===== src/rtl/data_pack_ctrl.sv =====
// rtl/data_pack_ctrl.sv - beat-to-pack sequencer between DDR reader, packer and destination groups
//
// Purpose:
//   Accepts BEATS DDR beats per pack (or synthesises BEATS zero beats in pad
//   mode), strobes each one into the packer, then offers the finished pack to
//   one destination group picked round-robin from the job's group mask.
//   Repeats until cfg_num_pack packs are delivered, then pulses done.
//
// Ports:
//   clk          clock, all logic on posedge
//   rst          synchronous active-high reset
//   cfg_start    one-cycle job start pulse (honoured only when idle)
//   cfg_num_pack packs in the job, latched at start
//   cfg_grp_mask groups eligible to receive packs, latched at start
//   cfg_pad      zero-pad job with no DDR traffic, latched at start
//   up_vld       DDR beat valid
//   up_rdy       DDR beat accept
//   pk_vld       beat strobe to packer
//   pk_pad       packer substitutes zero for this beat
//   dn_vld       one-hot pack valid to the destination group
//   dn_rdy       per-group pack accept
//   busy         job in progress
//   done         one-cycle job-complete pulse

module data_pack_ctrl #(
  parameter int BE_PARALLELISM          = 32,
  parameter int PARALLELISM_PER_CONTROL = 4,
  parameter int DATA_WIDTH              = 16,
  parameter int BAND_WIDTH              = 256,
  parameter int LEN_WIDTH               = 16
) (
  input  logic                                                clk,
  input  logic                                                rst,
  input  logic                                                cfg_start,
  input  logic [LEN_WIDTH-1:0]                                cfg_num_pack,
  input  logic [BE_PARALLELISM/PARALLELISM_PER_CONTROL-1:0]   cfg_grp_mask,
  input  logic                                                cfg_pad,
  input  logic                                                up_vld,
  output logic                                                up_rdy,
  output logic                                                pk_vld,
  output logic                                                pk_pad,
  output logic [BE_PARALLELISM/PARALLELISM_PER_CONTROL-1:0]   dn_vld,
  input  logic [BE_PARALLELISM/PARALLELISM_PER_CONTROL-1:0]   dn_rdy,
  output logic                                                busy,
  output logic                                                done
);

  localparam int NUM_GRP = BE_PARALLELISM / PARALLELISM_PER_CONTROL;
  localparam int BEATS   = 2 * DATA_WIDTH * BE_PARALLELISM / BAND_WIDTH;
  localparam int BCW     = $clog2(BEATS) + 1;
  localparam int GW      = (NUM_GRP > 1) ? $clog2(NUM_GRP) : 1;

  typedef enum logic [1:0] {
    S_IDLE  = 2'd0,
    S_FILL  = 2'd1,
    S_ISSUE = 2'd2,
    S_DONE  = 2'd3
  } state_t;

  state_t               r_state;
  state_t               w_state_nxt;

  logic [BCW-1:0]       r_beat_cnt;
  logic [LEN_WIDTH-1:0] r_pack_cnt;
  logic [GW-1:0]        r_last_grp;
  logic [LEN_WIDTH-1:0] r_num_pack;
  logic [NUM_GRP-1:0]   r_grp_mask;
  logic                 r_pad;

  logic                 w_beat;
  logic                 w_last_beat;
  logic [GW-1:0]        w_grp;
  logic [NUM_GRP-1:0]   w_grp_onehot;
  logic                 w_dn_hs;
  logic [LEN_WIDTH-1:0] w_pack_cnt_inc;
  logic                 w_degenerate;

  // A beat is consumed every FILL cycle in pad mode, otherwise only when DDR offers one.
  assign w_beat         = (r_state == S_FILL) && (r_pad || up_vld);
  assign w_last_beat    = (r_beat_cnt == BCW'(BEATS - 1));
  assign w_pack_cnt_inc = r_pack_cnt + LEN_WIDTH'(1);
  assign w_degenerate   = (cfg_num_pack == '0) || (cfg_grp_mask == '0);

  // Round-robin pick: first set mask bit starting one past the last grant.
  // r_last_grp only moves on a handshake, so w_grp is stable while a pack waits.
  always_comb begin
    logic [GW-1:0] v_idx;
    logic          v_found;
    v_idx   = '0;
    v_found = 1'b0;
    w_grp   = r_last_grp;
    for (int i = 1; i <= NUM_GRP; i++) begin
      v_idx = GW'((int'(r_last_grp) + i) % NUM_GRP);
      if (!v_found && r_grp_mask[v_idx]) begin
        w_grp   = v_idx;
        v_found = 1'b1;
      end
    end
  end

  assign w_grp_onehot = NUM_GRP'(1) << w_grp;
  assign w_dn_hs      = (r_state == S_ISSUE) && dn_rdy[w_grp];

  // State register
  always_ff @(posedge clk) begin
    if (rst) begin
      r_state <= S_IDLE;
    end else begin
      r_state <= w_state_nxt;
    end
  end

  // Next state and outputs
  always_comb begin
    w_state_nxt = r_state;
    up_rdy      = 1'b0;
    pk_vld      = 1'b0;
    pk_pad      = 1'b0;
    dn_vld      = '0;
    busy        = 1'b0;
    done        = 1'b0;

    case (r_state)
      S_IDLE: begin
        if (cfg_start) begin
          w_state_nxt = w_degenerate ? S_DONE : S_FILL;
        end
      end

      S_FILL: begin
        busy   = 1'b1;
        up_rdy = !r_pad;
        pk_vld = r_pad ? 1'b1 : up_vld;
        pk_pad = r_pad;
        // The extra cycle before ISSUE lets the packer register the last beat.
        if (w_beat && w_last_beat) begin
          w_state_nxt = S_ISSUE;
        end
      end

      S_ISSUE: begin
        busy   = 1'b1;
        dn_vld = w_grp_onehot;
        if (w_dn_hs) begin
          w_state_nxt = (w_pack_cnt_inc == r_num_pack) ? S_DONE : S_FILL;
        end
      end

      S_DONE: begin
        busy        = 1'b1;
        done        = 1'b1;
        w_state_nxt = S_IDLE;
      end

      default: begin
        w_state_nxt = S_IDLE;
      end
    endcase

    // Keep all outputs quiet during the reset cycle itself.
    if (rst) begin
      up_rdy = 1'b0;
      pk_vld = 1'b0;
      pk_pad = 1'b0;
      dn_vld = '0;
      busy   = 1'b0;
      done   = 1'b0;
    end
  end

  // Job configuration and counters
  always_ff @(posedge clk) begin
    if (rst) begin
      r_beat_cnt <= '0;
      r_pack_cnt <= '0;
      r_last_grp <= GW'(NUM_GRP - 1);
      r_num_pack <= '0;
      r_grp_mask <= '0;
      r_pad      <= 1'b0;
    end else begin
      case (r_state)
        S_IDLE: begin
          if (cfg_start) begin
            r_num_pack <= cfg_num_pack;
            r_grp_mask <= cfg_grp_mask;
            r_pad      <= cfg_pad;
            r_beat_cnt <= '0;
            r_pack_cnt <= '0;
          end
        end

        S_FILL: begin
          if (w_beat) begin
            r_beat_cnt <= w_last_beat ? '0 : r_beat_cnt + BCW'(1);
          end
        end

        S_ISSUE: begin
          if (w_dn_hs) begin
            r_last_grp <= w_grp;
            r_pack_cnt <= w_pack_cnt_inc;
          end
        end

        default: begin
        end
      endcase
    end
  end

endmodule


===== config.mk =====
export PLATFORM = sky130hd
export DESIGN_NAME = data_pack_ctrl
export DESIGN_NICKNAME = d
export VERILOG_FILES = /design/src/rtl/data_pack_ctrl.sv
export SDC_FILE = /design/constraint.sdc
export NUM_CORES = 1
export LEC_CHECK = 0
export CORE_MARGIN = 3
export CORE_UTILIZATION = 30
export CTS_CLUSTER_DIAMETER = 120
export DETAILED_ROUTE_END_ITERATION = 6
export HOLD_SLACK_MARGIN = 0.03
export PLACE_DENSITY_LB_ADDON = 0.08
export SKIP_LAST_GASP = 1
export SLEW_MARGIN = 40
export SYNTH_ARGS = -nofsm -noshare
export SYNTH_HDL_FRONTEND = slang
export SYNTH_SLANG_ARGS = --single-unit

===== constraint.sdc =====
create_clock -name clk -period 12.17 [get_ports clk]
set_input_delay 1.8255 -clock clk [delete_from_list [all_inputs] [get_ports clk]]
set_output_delay 1.8255 -clock clk [all_outputs]
set_load 0.05 [all_outputs]

==> impl_metrics.toml, run 1 <==
[timing]
fmax_mhz = 142.0
finalSetupTns_ns = 0
max_slew.worst_pin.slew_ns = 0.7581
fin_skew_ns = 0.004088
finalMaxSlewViolations = 0
setup_violations = 0
holdWs_ns = 0.4726
relSlewSlack_pct = 49.46
period_share_pct = 57.89
rsz0062_at_grt = "no"
finalCriticalPeriod_ns = 7.045
hold_viol_final = 0

[cts]
cts_buffers = 5
cts.path.max_buffers = 2
holdBufCountCts = 0
clock_latency_ns = 0.29
cts_tree = "built"
ctsResizeCount = 0
path_clk_slew_ns = 0.06
htree_num_levels = 2
cts_sinks = 49
root_buffer = "clkbuf_16"
cts_setup_buffers = 0

[pwr]
leakage_nw = 1.590
power.density_mw_per_mm2 = 124.7
max-vdd-ir-drop_mv = 0.05174

[flow_run]
maxCapViolations = 0

[setup_path]
reg2reg_from = "r_last_grp[0]$_SDFFE_PP1P_"
end_kind = "output pin"
cp-startpoint = "r_last_grp[0]$_SDFFE_PP1P_"
worstPathMaxFanout = 32
worstPathArrival_ns = 5.22
reg2reg_slack_ns = 6.99
crit_required_ns = 10.34
startpoint_type = "flop"
r2r_cells = 13
crit_end = "dn_vld[1]"
reg2reg_to = "r_pack_cnt[7]$_SDFFE_PP0P_"
worst-setup-path-type = "reg -> out"

[detailed_routing]
firstDrtPassIters = 4
ant_nets = 0
drtIter0Drc = 275
drc = 0
avgViaCountPerCell = 5.340
vias = 3658
wl_um = 11150
wl_per_cell_um = 16.27

[yosys]
synth_ff_type = "dfxtp_1"
ys_types = 69
synthAdderAreaFrac_pct = 1.308
synth_xor_area_share_pct = 7.717
ys_seq_elements = 49
syn_area_sq_mm = 0.003826
async_flop_share_pct = 0
avgSynthCellArea_sq_um = 7.841
yosysSeqAreaShare_pct = 25.64
synth-compound-area-share_pct = 22.69
synthMuxAreaShare_pct = 8.862
syn_nets = 529
syn_inst = 488
ys_warn_count = 0
synth_top_family_by_area = "simple AND/OR/NAND/NOR gates"
synth_edf_count = 0
synthSimpleGateAreaFrac_pct = 27.83

[cells_and_area]
area_delta_synth_final_pct = 19.33
layout_commonest_cell = "nand2_1"
drive_above_1_share_pct = 9.091
multi_input_area_sq_mm = 0.002651
diodes = 0
utilization_pct = 37.23
layout.nets = 558
fillers = 1307
seq_area_sq_um = 980.9
layout_common_cells = "84 x nand2_1, 49 x clkdlybuf4s50_1, 49 x dfxtp_1, 40 x a21oi_1, 27 x nor2_1"

[grt]
antenna_found_initial = 0
grt_max_degree = 46
grt_pass1_wl_um = 18630
grt_pass1_vias = 3656
track_usage_pct = 16.04
grt.overflow.total = 0

[floorplan]
rows = 40
die_h_um = 118.9
initial_core_util_pct = 31.20
die_w_um = 118.9
core_sq_mm = 0.01226
die_area_sq_mm = 0.01415
ioPinCount = 50

[run_status]
status = "completed"

[placed_design]
io_buffers = 49
finalWeightedCongestion = 0.8845
dp.final_hpwl_um = 8439

[hold_path]
hold_path.class = "reg -> reg"
routing by layer:
layer	vias up	global-route usage, %	wire length (um)
met1	1734	20.90	5260
met2	61	27.53	5305
met4	0	4.924	271
met3	17	2.137	307
li1	1846	-	-
met5	-	0	0
stage by stage:
stage	power, mW	std cells	cell area, sq um	setup WS, ns
finish	0.5693	685	4566	5.125
global route	0.6066	685	4566	4.752
CTS	0.5747	685	4556	5.068
detailed placement	0.4318	678	4409	5.394
global placement	0.4252	678	4390	5.491
floorplan	0.3698	488	3826	6.318
worst min-delay path by stage:
stage / from / endpoint / cells past startpoint
floorplan: r_num_pack[11]$_SDFFE_PP0P_ / r_num_pack[11]$_SDFFE_PP0P_ / 2
global placement: r_num_pack[10]$_SDFFE_PP0P_ / r_num_pack[10]$_SDFFE_PP0P_ / 2
detailed placement: r_num_pack[1]$_SDFFE_PP0P_ / r_num_pack[1]$_SDFFE_PP0P_ / 2
CTS: r_num_pack[1]$_SDFFE_PP0P_ / r_num_pack[1]$_SDFFE_PP0P_ / 2
global route: r_num_pack[8]$_SDFFE_PP0P_ / r_num_pack[8]$_SDFFE_PP0P_ / 2
finish: r_num_pack[10]$_SDFFE_PP0P_ / r_num_pack[10]$_SDFFE_PP0P_ / 2
worst max-delay path: stages, from the launching register on:
cell and delay (ns):
dfxtp_1 0.32, buf_4 0.36, inv_1 0.32, ha_1 0.88
mux4_2 0.62, a22o_1 0.25, a2111oi_1 0.35, a311o_1 0.16
nand3_1 0.12, a32oi_4 0.33, nand2_1 0.23, nor2_1 0.16
clkdlybuf4s50_1 0.81
registers in the layout (all words and copies together), names as in the netlist:
| register | flops |
|---|---|
| r_pad | 1 |
| r_num_pack | 16 |
| r_pack_cnt | 16 |
| r_grp_mask | 8 |
| r_state | 2 |
| r_beat_cnt | 3 |
| r_last_grp | 3 |
cell families after synthesis:
logic type | after synthesis
flops | 49
compound gates | 121
mux | 25
xor+xnor | 32
buf+inv | 48
fa+ha+maj | 4
simple gates | 209
cells in the mapped netlist (all sizes together), types with 2 or more instances:
library cell,instances,share of area (%)
nand2,86,8.5
dfxtp,49,26
a21oi,41,5.4
nor2,28,2.7
o21ai,24,3.1
nand3,23,3.1
xnor2,21,5.2
inv,19,1.9
clkbuf,18,1.8
mux2i,17,4.4
nor3,14,2.1
nor4,13,2.5
buf,11,2.3
o211ai,11,2.3
xor2,11,2.5
and3,9,1.5
nand2b,8,1.3
mux4,7,4.1
o311ai,7,1.8
nand4,6,0.98
a32oi,5,1.6
nor2b,5,0.82
a31oi,4,0.65
ha,4,1.3
a2111oi,3,1.4
a21boi,3,0.59
nor3b,3,0.59
o2111ai,3,0.69
or2,3,0.49
or3,3,0.62
a221oi,2,0.78
a311o,2,0.52
and2,2,0.33
and4bb,2,0.75
o21a,2,0.39
o221ai,2,0.62
o22ai,2,0.33
cell type report:
type                       count  area share, %
sequential                    49          21.49
timing repair buffer          51          11.07
multi-input combinational    391          58.07
clock inverter                 1         0.1644
clock buffer                   6          3.042
tap                          168          4.604
inverter                      19          1.562
where the power goes:
| part | switching [mW] | internal [mW] | leakage (nW) |
|---|---|---|---|
| registers | 0.0148 | 0.170 | 0.399 |
| logic | 0.145 | 0.0985 | 1.12 |
| clock network | 0.0599 | 0.0807 | 0.0690 |
Note: power is estimated with default switching activity, not from simulation.
==> run 2: changes to the inputs <==
==> constraint.sdc (replaced) <==
create_clock -name clk -period 7.35 [get_ports clk]
set_input_delay 1.1025 -clock clk [delete_from_list [all_inputs] [get_ports clk]]
set_output_delay 1.1025 -clock clk [all_outputs]
set_load 0.05 [all_outputs]
==> run 2 against run 1 <==
Wire length increased by 1.8%; clock power increased by 94%; via count down 0.46%; total power grew 73%; combinational power rose by 67%; utilization is 0.41 points higher; clock skew is 0.00075 ns lower.
==> impl_metrics.toml, run 2 (synthesized netlist as in run 1, its figures left out) <==
[run_status]
status = "completed"

[detailed_routing]
drc = 0
avgViaCountPerCell = 5.277
wl_per_cell_um = 16.45
drtIter0Drc = 304
ant_nets = 0
vias = 3641
firstDrtPassIters = 5
wl_um = 11350

[grt]
grt_pass1_vias = 3521
track_usage_pct = 16.08
grt.overflow.total = 0
antenna_found_initial = 0
grt_max_degree = 41
grt_pass1_wl_um = 18520

[placed_design]
io_buffers = 49
place_ws_ns = 1.617
placed_area_sq_mm = 0.004433
finalWeightedCongestion = 0.9414
dp.final_hpwl_um = 8428

[timing]
relSlewSlack_pct = 47.70
period_share_pct = 82.24
holdWs_ns = 0.4708
fin_skew_ns = 0.003334
max_slew.worst_pin.slew_ns = 0.7845
setup_violations = 0
hold_viol_final = 0
finalMaxSlewViolations = 0
finalSetupTns_ns = 0
finalCriticalPeriod_ns = 6.045
rsz0062_at_grt = "no"
fmax_mhz = 165.4
setup_ws_ns = 1.305

[setup_path]
startpoint_type = "flop"
max_stage_delay_ns = 0.84
crit_required_ns = 6.25
critPathTopFamily = "compound AO/OA/AOI/OAI gates"
worst-setup-path-type = "reg -> out"
crit_buf_inv = 2
worstPathCellList = "inv_1 > ha_1 > mux4_2 > a22o_1 > a2111oi_1 > a311o_1 > nand3_1 > a32oi_4 > nand2_1 > nor2_1 > clkdlybuf4s50_1"
cp_slowest_cell = "ha_1"
worstPathMaxFanout = 17
end_kind = "output pin"
worstPathArrival_ns = 4.94

[cells_and_area]
design_area_sq_mm = 0.004616
layout_common_cells = "85 x nand2_1, 49 x clkdlybuf4s50_1, 49 x dfxtp_1, 41 x a21oi_1, 28 x nor2_1"
layout.nets = 562
fillers = 1283
layout_commonest_cell = "nand2_1"
largest_registers = "r_num_pack x16, r_pack_cnt x16, r_grp_mask x8"
diodes = 0
area_delta_synth_final_pct = 20.63
drive_above_1_share_pct = 9.195

[floorplan]
initial_core_util_pct = 31.20
die_h_um = 118.9
die_w_um = 118.9
ioPinCount = 50
core_sq_mm = 0.01226
die_area_sq_mm = 0.01415
rows = 40

[pwr]
power.density_mw_per_mm2 = 214.0
max-vdd-ir-drop_mv = 0.09234
leakage_nw = 1.622
finalPower_uw = 987.7

[cts]
cts_tree = "built"
root_buffer = "clkbuf_16"
htree_num_levels = 2
cts_setup_buffers = 0
path_clk_slew_ns = 0.06
cts_sinks = 49
cts.path.max_buffers = 2
cts_buffers = 5
holdBufCountCts = 0
ctsResizeCount = 0
clock_latency_ns = 0.29

[hold_path]
hold_path.class = "reg -> reg"

[flow_run]
maxCapViolations = 0
## run 2: final timing paths
kind | cells past startpoint | endpoint | start | slack (ns)
max | 11 | dn_vld[3] | r_last_grp[1]$_SDFFE_PP1P_ | 1.31
min | 2 | r_num_pack[10]$_SDFFE_PP0P_ | r_num_pack[10]$_SDFFE_PP0P_ | 0.47
max reg2reg | 12 | r_pack_cnt[7]$_SDFFE_PP0P_ | r_last_grp[1]$_SDFFE_PP1P_ | 2.47
min reg2reg | 2 | r_num_pack[10]$_SDFFE_PP0P_ | r_num_pack[10]$_SDFFE_PP0P_ | 0.47
## run 2: per-layer routing
| layer | routed length [um] | GRT usage [%] | share of wire (%) |
|---|---|---|---|
| met4 | 135 | 3.910 | 1.2 |
| met2 | 5506 | 28.24 | 49 |
| met3 | 473 | 2.991 | 4.2 |
| met1 | 5233 | 20.34 | 46 |
| met5 | 0 | 0 | 0 |
## run 2: stage by stage
step                      std cells  util, %
after floorplan                 488        -
after global placement          682    36.05
after detailed placement        682    36.15
after CTS                       690    37.59
after global routing            690    37.64
final                           690    37.64
## run 2: final cells by class
class	count	area [sq um]	area share, %
Multi-Input combinational cell	391	2641	57.22
Clock buffer	6	138.9	3.009
Tap cell	168	210.2	4.554
Inverter	19	71.32	1.545
Clock inverter	2	37.54	0.8132
Timing Repair Buffer	55	535.5	11.60
Sequential cell	49	980.9	21.25
## run 2: worst register-to-register path, cell delays in order (launching register included)
cell and delay [ns]:
dfxtp_1 0.58, inv_1 0.18, ha_1 0.84, mux2i_1 0.33, mux2i_1 0.13, o221ai_2 0.30
or4b_4 0.55, a41oi_2 0.24, nor4_4 0.12, nor3_1 0.55, or4_4 0.34, nand3_2 0.26
o311ai_0 0.36
## run 2: report_power, final
part,internal (mW),leakage [nW],switching [mW]
combinational,0.168,1.14,0.238
clock,0.170,0.0831,0.103
sequential,0.282,0.399,0.0255
==> run 3: changes to the inputs <==
==> constraint.sdc (replaced) <==
create_clock -name clk -period 5.65 [get_ports clk]
set_input_delay 0.8475 -clock clk [delete_from_list [all_inputs] [get_ports clk]]
set_output_delay 0.8475 -clock clk [all_outputs]
set_load 0.05 [all_outputs]
==> run 3 against run 2 <==
Die area is the same; wire length shrank 0.83%; count of clock-buffer cells in the layout shrank 1; highest routed layer unchanged.
==> impl_metrics.toml, run 3 (synthesized netlist as in run 1, its figures left out) <==
[cts]
root_buffer = "clkbuf_16"
cts_setup_buffers = 0
cts.path.max_buffers = 2
cts_sinks = 49
cts_tree = "built"
ctsResizeCount = 0
clock_latency_ns = 0.29
path_clk_slew_ns = 0.07
htree_num_levels = 2
cts_buffers = 5
holdBufCountCts = 0

[cells_and_area]
diodes = 0
layout_common_cells = "85 x nand2_1, 49 x dfxtp_1, 41 x a21oi_1, 41 x clkdlybuf4s50_1, 28 x nor2_1"
utilization_pct = 38.31
area_delta_synth_final_pct = 22.76
layout_commonest_cell = "nand2_1"
fillers = 1280
largest_registers = "r_num_pack x16, r_pack_cnt x16, r_grp_mask x8"
drive_above_1_share_pct = 11.22
layout.nets = 566

[placed_design]
io_buffers = 49
finalWeightedCongestion = 0.8234
dp.final_hpwl_um = 8455

[timing]
finalCriticalPeriod_ns = 4.921
max_slew.worst_pin.slew_ns = 0.6022
period_share_pct = 87.11
finalSetupTns_ns = 0
setup_violations = 0
fmax_mhz = 203.2
rsz0062_at_grt = "no"
hold_viol_final = 0
fin_skew_ns = 0.005336
finalMaxSlewViolations = 0
relSlewSlack_pct = 59.75

[detailed_routing]
drtIter0Drc = 239
vias = 3684
ant_nets = 0
firstDrtPassIters = 4
wl_um = 11250
wl_per_cell_um = 16.22
avgViaCountPerCell = 5.308
drc = 0

[setup_path]
worstPathMaxFanout = 12
worst-setup-path-type = "reg -> out"
end_kind = "output pin"
worstPathArrival_ns = 4.07
crit_required_ns = 4.80
startpoint_type = "flop"

[pwr]
power.density_mw_per_mm2 = 278.7
power.internal_uw = 842.5
p_sw_share_pct = 35.65
finalPower_mw = 1.309
p_seq_share_pct = 30.1
power.switching_uw = 466.7
max-vdd-ir-drop_mv = 0.09284
power_frac_clock_pct = 29.5
leakage_nw = 1.682
p_comb_share_pct = 40.4

[grt]
grt.overflow.total = 0
met3_usage_pct = 2.042
antenna_found_initial = 0
track_usage_pct = 15.97
grt_use_met1_pct = 20.60
grt_pass1_wl_um = 18550
grt.busiest_layer = "met2"
grt_max_degree = 45
grt_pass1_vias = 3600
met2_usage_pct = 27.89

[flow_run]
maxCapViolations = 0

[floorplan]
die_area_sq_mm = 0.01415
core_sq_mm = 0.01226
die_w_um = 118.9
ioPinCount = 50
die_h_um = 118.9
initial_core_util_pct = 31.20
rows = 40

[run_status]
status = "completed"

[hold_path]
hold_path.class = "reg -> reg"
[run 3: worst max-delay path, stage by stage, from the launching register on]
cell,delay (ns)
dfxtp_1,0.31
buf_4,0.18
inv_1,0.12
ha_1,0.66
mux4_2,0.61
a22o_1,0.25
a2111oi_1,0.40
a311o_1,0.19
nand3_1,0.12
a32oi_4,0.34
nand2_1,0.20
nor2_1,0.23
buf_12,0.17
[run 3: path summary, 6_finish.rpt]
check | startpoint | to | slack, ns | cells past startpoint
setup / recovery | r_last_grp[1]$_SDFFE_PP1P_ | dn_vld[2] | 0.73 | 12
hold / removal | r_num_pack[0]$_SDFFE_PP0P_ | r_num_pack[0]$_SDFFE_PP0P_ | 0.47 | 2
setup reg to reg | r_last_grp[0]$_SDFFE_PP1P_ | r_pack_cnt[9]$_SDFFE_PP0P_ | 1.24 | 12
hold reg to reg | r_num_pack[0]$_SDFFE_PP0P_ | r_num_pack[0]$_SDFFE_PP0P_ | 0.47 | 2
[run 3: cell type report]
cell class,count,area [sq um],area share [%]
inverter,19,71.32,1.518
tap,168,210.2,4.475
clock buffer,5,125.1,2.664
multi-input combinational,391,2624,55.86
timing repair buffer,59,620.6,13.21
sequential,49,980.9,20.88
clock inverter,3,65.06,1.385
[run 3: power groups by stage]
| stage | sequential [mW] | clock (mW) | combinational [mW] |
|---|---|---|---|
| finish | 0.394 | 0.386 | 0.529 |
| global route | 0.397 | 0.414 | 0.588 |
| CTS | 0.395 | 0.400 | 0.534 |
| detailed placement | 0.403 | 0 | 0.532 |
| global placement | 0.403 | 0 | 0.528 |
| floorplan | 0.392 | 0 | 0.405 |
[run 3: layer usage]
metal / wire (um) / vias up
li1: - / 1858
met1: 5251 / 1763
met2: 5553 / 52
met3: 259 / 11
met4: 189 / 0
met5: 0 / -
[run 3: metrics by stage]
step,worst slack (ns),cell area [sq um],hold slack [ns],std cells
floorplan,0.7762,3826,0.4478,488
global placement,1.107,4501,0.4606,686
detailed placement,1.031,4501,0.4625,686
CTS,0.6868,4691,0.4721,694
global route,0.4353,4697,0.4967,694
finish,0.7285,4697,0.4680,694
